==> config.mk <==
export PLATFORM = sky130hd
export DESIGN_NAME = alu_issue_ctrl
export DESIGN_NICKNAME = d
export VERILOG_FILES = /design/src/rtl/alu_issue_ctrl.sv
export SDC_FILE = /design/constraint.sdc
export NUM_CORES = 1
export LEC_CHECK = 0
export BUFFER_PORTS_ARGS = -buffer_cell sky130_fd_sc_hd__buf_2
export CORE_MARGIN = 10
export CORE_UTILIZATION = 46
export DETAILED_ROUTE_END_ITERATION = 6
export PLACE_DENSITY_LB_ADDON = 0.1
export RECOVER_POWER = 50
export SETUP_SLACK_MARGIN = 0.1
export SYNTH_ARGS = -nofsm -noshare
export SYNTH_HDL_FRONTEND = slang
export SYNTH_SLANG_ARGS = --single-unit
export TNS_END_PERCENT = 5
==> constraint.sdc <==
create_clock -name clk -period 5.2 [get_ports clk]
set_clock_uncertainty 0.15 [all_clocks]
set_input_delay 0.26 -clock clk [delete_from_list [all_inputs] [get_ports clk]]
set_output_delay 0.26 -clock clk [all_outputs]
set_load 0.02 [all_outputs]
==> src/rtl/alu_issue_ctrl.sv <==
// Multi-cycle decode/issue controller for the rv32i_sc ALU: decodes one RV32I instruction,
// holds ALU controls stable for ISSUE_CYCLES, then resolves branches from zero/res_last_bit.
module alu_issue_ctrl #(
  parameter int XLEN         = 32,
  parameter int ISSUE_CYCLES = 1
) (
  input  logic            clk,
  input  logic            rst,
  input  logic            instr_valid,
  output logic            instr_ready,
  input  logic [31:0]     instr,
  output logic [3:0]      alu_ctrl,
  output logic            alu_src,
  output logic [XLEN-1:0] sign_ext,
  output logic [4:0]      rs1_addr,
  output logic [4:0]      rs2_addr,
  output logic [4:0]      rd_addr,
  output logic            alu_op_valid,
  input  logic            zero,
  input  logic            res_last_bit,
  output logic            reg_write,
  output logic            branch_taken,
  output logic            illegal,
  output logic            done
);

  // ALU opcodes, matching the rv32i_control.vh macro values
  localparam logic [3:0] ALU_ADD       = 4'd0;
  localparam logic [3:0] ALU_SUBTRACT  = 4'd1;
  localparam logic [3:0] ALU_AND       = 4'd2;
  localparam logic [3:0] ALU_OR        = 4'd3;
  localparam logic [3:0] ALU_XOR       = 4'd4;
  localparam logic [3:0] ALU_SLTI_CMP  = 4'd5;
  localparam logic [3:0] ALU_SLTIU_CMP = 4'd6;
  localparam logic [3:0] ALU_SLL       = 4'd7;
  localparam logic [3:0] ALU_SRL       = 4'd8;
  localparam logic [3:0] ALU_SRA       = 4'd9;

  localparam logic [6:0] OPC_OP_IMM = 7'b0010011;
  localparam logic [6:0] OPC_OP     = 7'b0110011;
  localparam logic [6:0] OPC_LOAD   = 7'b0000011;
  localparam logic [6:0] OPC_STORE  = 7'b0100011;
  localparam logic [6:0] OPC_BRANCH = 7'b1100011;

  typedef enum logic [1:0] {S_IDLE, S_DECODE, S_ISSUE, S_RESOLVE} state_t;

  state_t      state_q, state_d;
  logic [31:0] instr_q;
  logic        dec_phase_q;
  logic [3:0]  cnt_q;
  logic        reg_write_q, illegal_q, taken_q;
  logic        is_branch_q, br_use_lsb_q, br_inv_q;

  logic [6:0]      opcode, funct7;
  logic [2:0]      funct3;
  logic [XLEN-1:0] imm_i, imm_s, imm_b;
  logic [3:0]      f3_ctrl, d_alu_ctrl;
  logic [XLEN-1:0] d_imm;
  logic            d_alu_src, d_reg_write, d_illegal, d_branch;
  logic            accept, last_issue;

  assign opcode = instr_q[6:0];
  assign funct3 = instr_q[14:12];
  assign funct7 = instr_q[31:25];
  assign imm_i  = {{(XLEN-12){instr_q[31]}}, instr_q[31:20]};
  assign imm_s  = {{(XLEN-12){instr_q[31]}}, instr_q[31:25], instr_q[11:7]};
  assign imm_b  = {{(XLEN-13){instr_q[31]}}, instr_q[31], instr_q[7], instr_q[30:25],
                   instr_q[11:8], 1'b0};

  assign accept     = instr_valid && (state_q == S_IDLE);
  assign last_issue = (state_q == S_ISSUE) && (cnt_q == 4'd1);

  // NOTE: every variable written in a combinational block gets a default first; a path that
  // leaves one unassigned would otherwise infer a latch.
  always_comb begin
    f3_ctrl     = ALU_ADD;
    d_alu_ctrl  = ALU_ADD;
    d_alu_src   = 1'b0;
    d_imm       = '0;
    d_reg_write = 1'b0;
    d_illegal   = 1'b0;
    d_branch    = 1'b0;

    case (funct3)
      3'b000:  f3_ctrl = ALU_ADD;
      3'b001:  f3_ctrl = ALU_SLL;
      3'b010:  f3_ctrl = ALU_SLTI_CMP;
      3'b011:  f3_ctrl = ALU_SLTIU_CMP;
      3'b100:  f3_ctrl = ALU_XOR;
      3'b101:  f3_ctrl = instr_q[30] ? ALU_SRA : ALU_SRL;
      3'b110:  f3_ctrl = ALU_OR;
      default: f3_ctrl = ALU_AND;
    endcase

    case (opcode)
      OPC_OP_IMM: begin
        d_alu_src   = 1'b1;
        d_imm       = imm_i;
        d_reg_write = 1'b1;
        d_alu_ctrl  = f3_ctrl;
        // Shift-immediates reuse funct7 as an encoding field; only bit 30 may be set.
        if (funct3 == 3'b001 && funct7 != 7'h00)                   d_illegal = 1'b1;
        if (funct3 == 3'b101 && (funct7 & 7'b1011111) != 7'h00)    d_illegal = 1'b1;
      end
      OPC_OP: begin
        d_reg_write = 1'b1;
        d_alu_ctrl  = (funct3 == 3'b000 && instr_q[30]) ? ALU_SUBTRACT : f3_ctrl;
        if (!(funct7 == 7'h00 || (funct7 == 7'h20 && (funct3 == 3'b000 || funct3 == 3'b101))))
          d_illegal = 1'b1;
      end
      OPC_LOAD: begin
        d_alu_src   = 1'b1;
        d_imm       = imm_i;
        d_reg_write = 1'b1;
      end
      OPC_STORE: begin
        d_alu_src = 1'b1;
        d_imm     = imm_s;
      end
      OPC_BRANCH: begin
        d_imm    = imm_b;
        d_branch = 1'b1;
        case (funct3)
          3'b000, 3'b001: d_alu_ctrl = ALU_SUBTRACT;
          3'b100, 3'b101: d_alu_ctrl = ALU_SLTI_CMP;
          3'b110, 3'b111: d_alu_ctrl = ALU_SLTIU_CMP;
          default:        d_illegal  = 1'b1;
        endcase
      end
      default: d_illegal = 1'b1;
    endcase

    if (d_illegal) begin
      d_reg_write = 1'b0;
      d_branch    = 1'b0;
    end
  end

  always_comb begin
    state_d = state_q;
    case (state_q)
      S_IDLE:    if (accept) state_d = S_DECODE;
      S_DECODE:  if (dec_phase_q) state_d = illegal_q ? S_RESOLVE : S_ISSUE;
      S_ISSUE:   if (last_issue) state_d = S_RESOLVE;
      default:   state_d = S_IDLE;
    endcase
  end

  // NOTE: sequential state uses non-blocking assignments so every flop samples pre-edge values.
  always_ff @(posedge clk or posedge rst) begin
    if (rst) state_q <= S_IDLE;
    else     state_q <= state_d;
  end

  // DECODE is two cycles: fields are registered in the first, and the regfile reads the
  // presented addresses in the second so operands are settled when ISSUE begins.
  always_ff @(posedge clk or posedge rst) begin
    if (rst) begin
      instr_q      <= '0;
      dec_phase_q  <= 1'b0;
      cnt_q        <= '0;
      alu_ctrl     <= ALU_ADD;
      alu_src      <= 1'b0;
      sign_ext     <= '0;
      rs1_addr     <= '0;
      rs2_addr     <= '0;
      rd_addr      <= '0;
      reg_write_q  <= 1'b0;
      illegal_q    <= 1'b0;
      taken_q      <= 1'b0;
      is_branch_q  <= 1'b0;
      br_use_lsb_q <= 1'b0;
      br_inv_q     <= 1'b0;
    end else begin
      case (state_q)
        S_IDLE: begin
          if (accept) begin
            instr_q     <= instr;
            dec_phase_q <= 1'b0;
          end
        end
        S_DECODE: begin
          dec_phase_q <= 1'b1;
          if (!dec_phase_q) begin
            alu_ctrl     <= d_alu_ctrl;
            alu_src      <= d_alu_src;
            sign_ext     <= d_imm;
            rs1_addr     <= instr_q[19:15];
            rs2_addr     <= instr_q[24:20];
            rd_addr      <= instr_q[11:7];
            reg_write_q  <= d_reg_write;
            illegal_q    <= d_illegal;
            is_branch_q  <= d_branch;
            br_use_lsb_q <= funct3[2];
            br_inv_q     <= funct3[0];
            taken_q      <= 1'b0;
          end else begin
            cnt_q <= 4'(ISSUE_CYCLES);
          end
        end
        S_ISSUE: begin
          cnt_q <= cnt_q - 4'd1;
          if (last_issue)
            taken_q <= is_branch_q & ((br_use_lsb_q ? res_last_bit : zero) ^ br_inv_q);
        end
        default: ;
      endcase
    end
  end

  assign instr_ready  = (state_q == S_IDLE);
  assign alu_op_valid = (state_q == S_ISSUE);
  assign done         = (state_q == S_RESOLVE);
  assign reg_write    = done & reg_write_q;
  assign illegal      = done & illegal_q;
  assign branch_taken = done & taken_q;

endmodule
---- Word-level counts from Yosys, hierarchy flattened ----
Index checks and enable logic that the tools add are counted.
word-level totals
  word-level logic and storage cells ...... 102
  register bits after elaboration ......... 97
  input bits .............................. 37
  output and inout bits ................... 58
cells by class
  reduce and logical (&&, ||, !) cells .... 29
  bitwise operators ....................... 6
  equal/unequal tests ..................... 21
  $add $sub $neg .......................... 1
  muxes and demuxes ....................... 29
operators with widths
  operator              count
  $pmux W32 S3          1
  $pmux W4 S7           1
  $eq A7 B6 Y1 const B  3
  $mux W1               15
  $reduce_bool A7 Y1    2
  $eq A3 B3 Y1 const B  4
  $pmux W4 S3           1
  $reduce_or A2 Y1      5
  $pmux W3 S3           1
  $mux W4               2
  $pmux W4 S2           1
  $reduce_and A2 Y1     4
  $eq A7 B2 Y1 const B  1
  $eq A7 B5 Y1 const B  1
  $eq A7 B7 Y1 const B  1
  $logic_not A7 Y1      1
  $eq A3 B2 Y1 const B  2
  $logic_and A1 B1 Y1   6
  $mux W2               3
  $pmux W2 S3           1
  $reduce_and A3 Y1     2
  $reduce_or A3 Y1      2
  $reduce_or A6 Y1      1
  $and A1 B1 Y1         4
  15 further kinds      21

---- Depth between registers and ports, before layout ----
Gate-level depths: netlist of run 1.
  depth in word-level cells ............... 7
  depth in mapped cells ................... 8

---- Least setup slack after synthesis of run 1 ----
No wires, ideal clock.
  kind .................................... register to register
  start point ............................. register state_q[0]
  end point ............................... register state_q[0]
  data required time ...................... 4.925 ns
  slack ................................... 3.430 ns
  cell stages (with the launch flop) ...... 7
  path buffers ............................ 0
  arrival ................................. 1.495 ns
  path through ............................ dfrtp_1 > inv_1 > ha_1 > inv_1 > a21oi_1 > nor2_1 > mux2_2
between the ends
  cells in the longest elaborated chain, start to end .. 4
ends and longest elaborated chain
  what                         line  text
  start, declared              47    state_t state_q, state_d;
  start signal, assigned       152   else state_q <= state_d;
  $eq A2 B2 Y1 *               --
  via alu_op_valid             18    output logic alu_op_valid,
  $logic_and A1 B1 Y1          71    assign last_issue = (state_q == S_ISSUE) && (cnt_q == 4'd1);
  $ne A2 B1 Y1 (no line)       --
  $reduce_and A3 Y1 (no line)  --
Mark *: on every way through the listed nets, which the timed path passes. The rest lies on a longest branch.
A chain may end at the register's enable or synchronous reset.

---- Worst setup path after layout of run 1 ----
  start point ............................. register state_q[1]
  end point ............................... register sign_ext[0]
between the ends
  cells in the longest elaborated chain, start to end .. 2
ends and longest elaborated chain
  what                         line  text
  $eq A2 B1 Y1                 175   case (state_q)
  $reduce_and A2 Y1 (no line)  --
  end signal, assigned         187   sign_ext <= d_imm;
  end, declared                14    output logic [XLEN-1:0] sign_ext,
No other way between the ends.

==> metrics.txt, run 1 <==
stages on the worst setup path 6; Port Buf Inserts 94; post-detailed-routing wire length 8.29 mm; global-route wire length before repair 14.1 mm; clock tree from TritonCTS built; unrepaired setup endpoints after global routing no; Starting DRT DRC Count 208; # IOs 95; r2r startpoint state_q[1]; DRC violation count after routing 0; die boundary width 109 um; FFs w/ async S/R, synth 100%; Synthesized Nets 370; minimum clock period after layout 2.50 ns; register area 1950 um^2; Cell Count, Final, Fillers Out 538; Max Cap Viol 0; relative area change from synthesis to final layout 23.7%; overall power consumption 2.50 mW; Buf/Inv on CP 1; worst reg2reg path endpoint sign_ext[0]; number of core rows 32; starting density of the core 47.0%; arrival time of the worst setup path 2.63 ns; multiplexer fraction of the synthesized cell area 11.8%; Leakage Power 2.20 nW; sequential share of the synthesized area 54.0%; Root Driver sky130_fd_sc_hd__clkbuf_8; PnR worst setup slack 2.70 ns; multi-input combinational cell area 1400 um^2; worst hold slack 0.0732 ns; die area 11800 um^2; upper clock frequency limit 400 MHz; number of max-slew violations in the final report 0; main combinational cell family by area after synthesis simple AND/OR/NAND/NOR gates; CTS H-tree lvls 3; status complete, no violations; Cell Chain, Critical Path inv_1, ha_1, and2b_2, nand2_4, a211oi_4, a32o_1; reg2reg path depth 6; count of fill cells added during filler insertion 689; drt pass-1 iters 4; post-synthesis compound-gate area fraction 11.4%; antenna diode count 0; total instance count after detailed placement 490; PD cells 558 nW/um^2; worst ir drop on vdd 0.291 mV; height of the die 109 um; antenna violations before repair 0; synthesized area 3620 um^2; Final ANT Viol Nets 0; Synth warnings 0; post-layout net count 474; Floorplan Core Area 7690 um^2; Setup WS pre-CTS 2.71 ns; pin count of the biggest net entering global routing 79; overall overflow remaining after global route 0; number of hold-slack violations in the final timing report 0; Post-Synth XOR/XNOR Area 0.727%; simple-gate area share of the yosys netlist 12.6%; required time at the worst-slack endpoint 5.34 ns; register-to-register setup slack 2.70 ns; CTS sink cnt 78; Total GRT Usage 14.7%; per-cell via count in the routed design 4.97; fraction of final layout cells with drive strength greater than 1 31.0%; post-synthesis adder-cell area fraction 2.08%; number of buffers on the longest clock path 2; library cells used by synthesis 45; number of setup violations in the final report 0; post-cts repair resize count 0; startpoint class of the critical path register; measured slew at the worst slew-check pin 0.972 ns; final HPWL from detailed placement 5.72 mm; top fanout value on the critical path 22; global placer's final weighted congestion 0.798; mean instance size in the synthesized netlist 11.1 um^2; Top FF cell, synth sky130_fd_sc_hd__dfrtp_1; final total negative setup slack 0 ns; register clock-pin slew on the reported worst setup and hold paths 0.08 ns; vias in the first global route 2813; register bit total from synthesis 78; Max stage delay cell, worst path sky130_fd_sc_hd__a211oi_4; total number of vias 2674; cell type group with the largest total delay on the critical path compound AO/OA/AOI/OAI gates; Num CTS Buffers 9; Hold WC Path Type primary input to async pin; clock insertion delay at the later pin of the skew report 0.35 ns; CP endpoint kind register; biggest cell delay along the critical path 0.55 ns; number of enable flip-flop cells after synthesis 0; Post-Syn Instances 327; worst slew slack as a fraction of its limit 35.2%; final period utilization 48.1%; startpoint-to-endpoint class of the critical path register to register; average wire per cell in the routed design 15.4 um
## layout by cell type, fill, tap and decap left out, types with 4 or more instances in the layout
master / n
sky130_fd_sc_hd__dfrtp_1: 78
sky130_fd_sc_hd__buf_2: 65
sky130_fd_sc_hd__nand2_1: 59
sky130_fd_sc_hd__mux2_2: 36
sky130_fd_sc_hd__dlygate4sd3_1: 32
sky130_fd_sc_hd__clkbuf_1: 29
sky130_fd_sc_hd__o21ai_0: 14
sky130_fd_sc_hd__inv_1: 12
sky130_fd_sc_hd__nor2_1: 12
sky130_fd_sc_hd__a22o_2: 10
sky130_fd_sc_hd__a21oi_1: 9
sky130_fd_sc_hd__clkbuf_8: 9
sky130_fd_sc_hd__nand3_1: 6
sky130_fd_sc_hd__ha_1: 6
sky130_fd_sc_hd__and2_1: 4
sky130_fd_sc_hd__o32ai_1: 4
## worst min-delay path, stage by stage
cell	delay (ns)
sky130_fd_sc_hd__buf_2	0.10
sky130_fd_sc_hd__clkinvlp_2	0.05
sky130_fd_sc_hd__buf_4	0.73
## registers in the layout (all words and copies together) (netlist names), 2 cells and up
register,flops
state_q,2
rs1_addr,5
instr_q,32
sign_ext,13
rd_addr,5
rs2_addr,5
cnt_q,4
alu_ctrl,4
## per-layer routing
| layer | up-vias | share of wire (%) | track usage, % | wire length (um) |
|---|---|---|---|---|
| met1 | 1278 | 46 | 19.6 | 3770 |
| met3 | 9 | 7.9 | 4.72 | 659 |
| met5 | - | 0 | 0 | 0 |
| met4 | 0 | 0.96 | 3.95 | 80 |
| li1 | 1311 | - | - | - |
| met2 | 76 | 46 | 22.5 | 3780 |
## synthesized netlist by cell type (all sizes together) (3+ instances only)
library cell  count  share of area [%]
a21o              3               0.62
a21oi             9                1.2
a22o             11                3.0
and2              4               0.69
buf              30                5.6
clkbuf            5               0.52
dfrtp            78                 54
ha                6                2.1
inv              13                1.3
mux2             36                 11
nand2            60                6.4
nand2b            4               0.69
nand3             6               0.83
nor2             12                1.2
nor2b             3               0.52
o21ai            14                1.9
o32ai             4               0.97
## final cells by class
type	instances	share of cell area, %
repair buffers	128	17.2
well taps	102	2.85
inverters	13	1.12
clock buffers	9	2.77
clock inverters	7	1.26
multi-input cells	201	31.2
flip-flops and latches	78	43.6
## how the worst max path moves through the flow
stage	start	end	slack, ns
finish	state_q[1]	sign_ext[0]	2.70
global route	state_q[1]	sign_ext[0]	2.48
CTS	state_q[1]	sign_ext[0]	2.69
detailed placement	state_q[1]	sign_ext[0]	2.71
global placement	state_q[1]	sign_ext[0]	2.77
floorplan	rst	alu_ctrl[0]	2.79
## power by group
part           switching, mW  internal, mW
Sequential             0.231         0.848
Clock                  0.237         0.179
Combinational          0.562         0.439
Total                   1.03          1.47
## logic make-up (layout without fill, tap and decap cells)
family,Yosys count,in the layout
XOR/XNOR,3,3
buffers and inverters,48,157
adder cells (fa/ha/maj),6,6
AO/OA/AOI/OAI,55,55
flip-flops,78,78
AND/OR/NAND/NOR,99,99
multiplexers,38,38
## per-stage QoR
step	util, %	area [um^2]
after floorplan	-	3620
after global placement	52.2	4010
after detailed placement	52.2	4010
after CTS	58.7	4510
after global routing	58.2	4470
final	58.2	4470
## repair_timing
item | in CTS | in global routing
endpoints found under the hold margin | 32 | 0
endpoints found under the setup margin | 0 | 0
hold buffers | 32 | 0
setup buffers | 0 | 0
Note: power is estimated with default switching activity, not from simulation.
==> run 2: changes to the inputs <==
==> constraint.sdc (replaced) <==
create_clock -name clk -period 2.3 [get_ports clk]
set_clock_uncertainty 0.15 [all_clocks]
set_input_delay 0.115 -clock clk [delete_from_list [all_inputs] [get_ports clk]]
set_output_delay 0.115 -clock clk [all_outputs]
set_load 0.02 [all_outputs]
==> metrics.txt, run 2 (synthesized netlist as in run 1, its figures left out) <==
status complete, no violations; CP endpoint kind register; per-cell via count in the routed design 4.89 (-1.7%); number of max-slew violations in the final report 0 (unchanged); worst hold slack 0.0765 ns (+0.00334 ns); Root Driver sky130_fd_sc_hd__clkbuf_8; largest reg by FF count instr_q; DRC violation count after routing 0 (unchanged); CTS sink cnt 78 (unchanged); number of flip-flops in the largest register 32 (unchanged); number of buffers on the longest clock path 2 (unchanged); startpoint-to-endpoint class of the critical path register to register; die area 11800 um^2 (unchanged); Starting DRT DRC Count 171 (-18%); clock insertion delay at the later pin of the skew report 0.34 ns (about the same); relative area change from synthesis to final layout 25.3%; post-layout net count 482 (+1.7%); global-route wire length before repair 13.9 mm (-2.0%); overall overflow remaining after global route 0 (unchanged); die boundary width 109 um (unchanged); CTS H-tree lvls 3 (unchanged); measured slew at the worst slew-check pin 0.943 ns (-0.0291 ns); register area 1950 um^2 (unchanged); worst hold path startpoint instr_valid; global placer's final weighted congestion 0.797 (-0.10%); antenna violations before repair 0 (unchanged); average wire per cell in the routed design 15.7 um (+1.7%); final period utilization 80.3% (+32 points); reg2reg path depth 6 (unchanged); worst reg2reg path endpoint state_q[0]; top fanout value on the critical path 9 (-59%); height of the die 109 um (unchanged); Port Buf Inserts 94 (unchanged); r2r startpoint state_q[0]; number of core rows 32 (unchanged); minimum clock period after layout 1.85 ns (-0.652 ns); register-to-register setup slack 0.45 ns (-2.25 ns); pin count of the biggest net entering global routing 34 (-57%); startpoint class of the critical path register; post-cts repair resize count 0 (unchanged); unrepaired setup endpoints after global routing no; register clock-pin slew on the reported worst setup and hold paths 0.08 ns (about the same); final HPWL from detailed placement 6.12 mm (+7.0%); number of instances on the worst hold path 4; drt pass-1 iters 4 (unchanged); worst ir drop on vdd 0.630 mV (+120%); Final ANT Viol Nets 0 (unchanged); # IOs 95 (unchanged); upper clock frequency limit 541 MHz (+35%); clock tree from TritonCTS built; worst slew slack as a fraction of its limit 36.8% (+1.6 points); required time at the worst-slack endpoint 2.38 ns (-2.96 ns); Total GRT Usage 14.7% (+0.031 points); Floorplan Core Area 7690 um^2 (unchanged); Num CTS Buffers 9 (unchanged); vias in the first global route 2807 (-0.21%); post-detailed-routing wire length 8.56 mm (+3.2%); largest registers instr_q x32, sign_ext x13; fraction of final layout cells with drive strength greater than 1 30.6% (-0.33 points); antenna diode count 0 (unchanged); starting density of the core 47.0% (unchanged); PD cells 1260 nW/um^2 (+130%); final total negative setup slack 0 ns (unchanged); cts hold-fix bufs 33 (+3.1%); count of fill cells added during filler insertion 699 (+1.5%); Post-CTS Setup Inserts 0 (unchanged); Leakage Power 2.21 nW (+0.77%); total number of vias 2668 (-0.22%); WHS Endpoint dec_phase_q; number of setup violations in the final report 0 (unchanged); Max Cap Viol 0 (unchanged); arrival time of the worst setup path 1.93 ns (-0.70 ns); multi-input combinational cell area 1400 um^2 (unchanged); number of hold-slack violations in the final timing report 0 (unchanged); commonest cells after routing, fill and taps aside 78 x sky130_fd_sc_hd__dfrtp_1, 61 x sky130_fd_sc_hd__buf_2, 59 x sky130_fd_sc_hd__nand2_1; leading cell type in the layout, fill and taps excluded sky130_fd_sc_hd__dfrtp_1; Hold WC Path Type primary input to register
## run 2: changes by cell type in the layout (fill, tap and decap cells not counted), moves of 2 or more
cell	change
sky130_fd_sc_hd__inv_6	-2
sky130_fd_sc_hd__buf_4	+3
sky130_fd_sc_hd__clkbuf_2	+2
sky130_fd_sc_hd__clkbuf_1	+6
sky130_fd_sc_hd__buf_2	-4
## run 2: worst max-delay path by stage
stage                          start     endpoint  slack (ns)
after floorplan           state_q[0]   state_q[0]        0.53
after global placement    state_q[0]   state_q[1]        0.56
after detailed placement  state_q[0]   state_q[0]        0.49
after CTS                 state_q[0]   state_q[0]        0.48
after global routing             rst  rs2_addr[2]        0.19
final                     state_q[0]   state_q[0]        0.45
## run 2: per-stage QoR
stage / util, % / power [mW] / cell area, um^2 / setup slack, ns / instances
2_1_floorplan: - / 4.17 / 3620 / 0.530 / 327
3_3_place_gp: 53.2 / 4.77 / 4090 / 0.555 / 497
3_5_place_dp: 53.2 / 4.83 / 4090 / 0.491 / 497
4_1_cts: 59.8 / 5.79 / 4600 / 0.481 / 546
5_1_grt: 59.0 / 6.13 / 4530 / 0.190 / 546
6_report: 59.0 / 5.69 / 4530 / 0.453 / 546
## run 2: critical path, cell delays in order (launching register included)
cell and delay, ns:
sky130_fd_sc_hd__dfrtp_1 0.42, sky130_fd_sc_hd__inv_1 0.10, sky130_fd_sc_hd__ha_1 0.33, sky130_fd_sc_hd__inv_1 0.14, sky130_fd_sc_hd__a21oi_1 0.22, sky130_fd_sc_hd__nor2_1 0.10, sky130_fd_sc_hd__mux2_2 0.28
## run 2: cell type report
type	count	share of cell area, %
Timing Repair Buffer	136	18.3
Sequential cell	78	43.1
Multi-Input combinational cell	201	30.8
Clock buffer	11	3.12
Tap cell	102	2.82
Clock inverter	5	0.773
Inverter	13	1.10
## run 2: metal layers
layer / wire length (um) / GRT usage (%)
met1: 3840 / 18.7
met2: 3930 / 23.3
met3: 689 / 4.84
met4: 94 / 4.52
met5: 0 / 0
## run 2: power breakdown
part | total, mW | switching [mW] | internal [mW]
Combinational | 2.34 | 1.30 | 1.04
Sequential | 2.44 | 0.519 | 1.92
Clock | 0.917 | 0.498 | 0.419
==> run 3: changes to the inputs <==
--- a/config.mk
+++ b/config.mk
@@ -5,6 +5,7 @@
 export SDC_FILE = /design/constraint.sdc
 export NUM_CORES = 1
 export LEC_CHECK = 0
+export ABC_AREA = 1
 export BUFFER_PORTS_ARGS = -buffer_cell sky130_fd_sc_hd__buf_2
 export CORE_MARGIN = 10
 export CORE_UTILIZATION = 46
==> constraint.sdc (replaced) <==
create_clock -name clk -period 1.55 [get_ports clk]
set_clock_uncertainty 0.15 [all_clocks]
set_input_delay 0.0775 -clock clk [delete_from_list [all_inputs] [get_ports clk]]
set_output_delay 0.0775 -clock clk [all_outputs]
set_load 0.02 [all_outputs]
==> metrics.txt, run 3 <==
status finished, violations left; violated checks negative setup slack; upper clock frequency limit 644 MHz (+19%); post-synthesis compound-gate area fraction 10.4% (-1.0 points); startpoint class of the critical path register; drt pass-1 iters 5 (+1); number of instances on the worst hold path 6 (+2); largest registers instr_q x32, sign_ext x13; final HPWL from detailed placement 6.50 mm (+6.1%); number of max-slew violations in the final report 0 (unchanged); CP endpoint kind register; PD cells 1810 nW/um^2 (+44%); pin count of the biggest net entering global routing 70 (+110%); Leakage Power 2.69 nW (+21%); main combinational cell family by area after synthesis simple AND/OR/NAND/NOR gates; largest reg by FF count instr_q; CTS H-tree lvls 3 (unchanged); startpoint-to-endpoint class of the critical path register to register; relative area change from synthesis to final layout 38.7%; Total GRT Usage 16.2% (+1.5 points); number of flip-flops in the largest register 32 (unchanged); top-count cell post-synth sky130_fd_sc_hd__nand2_1; die boundary width 109 um (+0.62%); Starting DRT DRC Count 182 (+6.4%); number of setup violations in the final report 1 (+1); synthesized area 3670 um^2 (+1.5%); final period utilization 100% (+20 points); fraction of final layout cells with drive strength greater than 1 34.1% (+3.5 points); height of the die 109 um (+0.62%); number of core rows 32 (unchanged); register bit total from synthesis 78 (unchanged); simple-gate area share of the yosys netlist 23.2% (+11 points); Yosys top cell by area sky130_fd_sc_hd__dfrtp_1; Final ANT Viol Nets 0 (unchanged); global placer's final weighted congestion 0.844 (+5.9%); PnR worst setup slack -0.00282 ns (-0.456 ns); worst slew slack as a fraction of its limit 58.4% (+22 points); r2r startpoint state_q[0]; number of enable flip-flop cells after synthesis 0 (unchanged); arrival time of the worst setup path 1.65 ns (-0.28 ns); measured slew at the worst slew-check pin 0.623 ns (-0.320 ns); DRC violation count after routing 0 (unchanged); # IOs 95 (unchanged); unrepaired setup endpoints after global routing yes; Final Cell Area 5090 um^2 (+12%); global-route wire length before repair 15.6 mm (+12%); register-to-register setup slack -0.003 ns (-0.46 ns); Max Cap Viol 0 (unchanged); multiplexer fraction of the synthesized cell area 0% (-12 points); dpl cell area 4190 um^2 (+2.4%); Num CTS Buffers 9 (unchanged); vias in the first global route 3284 (+17%); worst hold path startpoint zero; average wire per cell in the routed design 15.1 um (-4.0%); commonest cells in the netlist 160 x sky130_fd_sc_hd__nand2_1, 78 x sky130_fd_sc_hd__dfrtp_1, 52 x sky130_fd_sc_hd__o21ai_0; number of hold-slack violations in the final timing report 0 (unchanged); total number of vias 3231 (+21%); overall power consumption 9.20 mW (+62%); antenna diode count 0 (unchanged); commonest cells after routing, fill and taps aside 147 x sky130_fd_sc_hd__nand2_1, 89 x sky130_fd_sc_hd__buf_2, 77 x sky130_fd_sc_hd__dfrtp_1; Port Buf Inserts 94 (unchanged); library cells used by synthesis 23 (-49%); per-cell via count in the routed design 4.77 (-2.3%); number of buffers on the longest clock path 2 (unchanged); overall overflow remaining after global route 0 (unchanged); Yosys top cell area share 53.2% (-0.81 points); mean instance size in the synthesized netlist 8.34 um^2 (-25%); antenna violations before repair 0 (unchanged); FFs w/ async S/R, synth 100% (unchanged); top fanout value on the critical path 4 (-5); minimum clock period after layout 1.55 ns (-0.294 ns); Root Driver sky130_fd_sc_hd__clkbuf_8; post-layout net count 613 (+27%); Hold WC Path Type primary input to register; register clock-pin slew on the reported worst setup and hold paths 0.08 ns (about the same); starting density of the core 47.5% (+0.47 points); reg2reg path depth 8 (+2); required time at the worst-slack endpoint 1.65 ns (-0.73 ns); Post-Syn Instances 440 (+35%); Post-Synth XOR/XNOR Area 0.239% (-0.49 points); WHS Endpoint taken_q; Synthesized Nets 483 (+31%); clock tree from TritonCTS built; Synth warnings 0 (unchanged); cell types with the largest area share after synthesis sky130_fd_sc_hd__dfrtp_1 53%, sky130_fd_sc_hd__nand2_1 16%, sky130_fd_sc_hd__o21ai_0 7.1%, sky130_fd_sc_hd__inv_1 4.4%, sky130_fd_sc_hd__buf_4 4.1%; die area 12000 um^2 (+1.2%); worst reg2reg path endpoint cnt_q[2]; core utilization of the finished layout 65.9% (+6.9 points); clock insertion delay at the later pin of the skew report 0.35 ns (about the same); Top FF cell, synth sky130_fd_sc_hd__dfrtp_1; post-synthesis adder-cell area fraction 2.04% (-0.031 points); CTS sink cnt 78 (unchanged); final total negative setup slack -0.00282 ns (-0.00282 ns); sequential share of the synthesized area 53.2% (-0.81 points); leading cell type in the layout, fill and taps excluded sky130_fd_sc_hd__nand2_1; Floorplan Core Area 7730 um^2 (+0.52%); Setup WS pre-CTS -0.111 ns (-0.602 ns); worst ir drop on vdd 0.826 mV (+31%); post-detailed-routing wire length 10.2 mm (+19%)
[run 3: cell count changes in the layout (fill, tap and decap cells not counted), moves of 12 or more]
| cell | change |
|---|---|
| sky130_fd_sc_hd__buf_6 | +12 |
| sky130_fd_sc_hd__inv_1 | +22 |
| sky130_fd_sc_hd__buf_2 | +28 |
| sky130_fd_sc_hd__o21ai_1 | +17 |
| sky130_fd_sc_hd__clkbuf_1 | -34 |
| sky130_fd_sc_hd__mux2_2 | -36 |
| sky130_fd_sc_hd__o21ai_0 | +19 |
| sky130_fd_sc_hd__nand2_1 | +88 |
| sky130_fd_sc_hd__nand2_2 | +13 |
[run 3: cells by family (layout without fill, tap and decap cells)]
group / Yosys count / in the layout
buffers and inverters: 80 / 215
XOR/XNOR: 1 / 1
adder cells (fa/ha/maj): 6 / 6
AND/OR/NAND/NOR: 206 / 206
AO/OA/AOI/OAI: 69 / 69
flip-flops: 78 / 78
[run 3: worst max-delay path by stage]
stage / startpoint / endpoint / slack (ns) / depth (start not counted)
after floorplan: state_q[0] / instr_q[12] / -0.15 / 7
after global placement: state_q[0] / cnt_q[2] / -0.03 / 7
after detailed placement: state_q[0] / cnt_q[2] / -0.11 / 6
after CTS: state_q[1] / cnt_q[3] / -0.05 / 10
after global routing: state_q[0] / state_q[0] / -0.07 / 9
final: state_q[0] / cnt_q[2] / -0.003 / 8
[run 3: report_power, final]
group / switching [mW] / total (mW) / leakage [nW] / internal, mW
Sequential: 0.507 / 3.30 / 0.998 / 2.79
Clock: 0.757 / 1.55 / 0.0955 / 0.788
Combinational: 2.66 / 4.36 / 1.59 / 1.70
[run 3: cell type report]
type                       instances  area, um^2
fill                             645        2640
sequential                        78        1950
multi-input combinational        282        1480
timing repair buffer             151        1130
inverter                          48         196
clock buffer                      11         141
tap                              102         128
clock inverter                     5        58.8
[run 3: through the flow]
| step | std cells | hold slack, ns |
|---|---|---|
| finish | 677 | 0.0437 |
| global route | 677 | 0.119 |
| CTS | 669 | 0.0451 |
| detailed placement | 617 | -0.117 |
| global placement | 617 | -0.114 |
| floorplan | 440 | 0.0371 |
[run 3: routing by layer]
layer | vias to the layer above | part of all wire, % | global-route usage, % | routed length, um
met5 | - | 0 | 0 | 0
met4 | 0 | 1.3 | 4.46 | 130
met3 | 14 | 6.7 | 6.20 | 680
met2 | 87 | 50 | 26.6 | 5050
met1 | 1517 | 43 | 19.6 | 4330
li1 | 1613 | - | - | -
[run 3: repair_timing]
item / in CTS / in global routing
pin swaps: 6 / 16
resized for setup: 28 / 63
endpoints found under the hold margin: 111 / 0
hold buffers: 34 / 0
endpoints found under the setup margin: 83 / 104
setup buffers: 2 / 2
cloned: 0 / 6
[run 3: worst max-delay path: stages (launching register included)]
cell and delay (ns):
sky130_fd_sc_hd__dfrtp_2 0.47, sky130_fd_sc_hd__ha_4 0.19, sky130_fd_sc_hd__inv_4 0.06, sky130_fd_sc_hd__nor2_4 0.04
sky130_fd_sc_hd__buf_4 0.14, sky130_fd_sc_hd__a21oi_4 0.15, sky130_fd_sc_hd__nand2_2 0.07, sky130_fd_sc_hd__nor2_2 0.12
sky130_fd_sc_hd__nor3_2 0.05
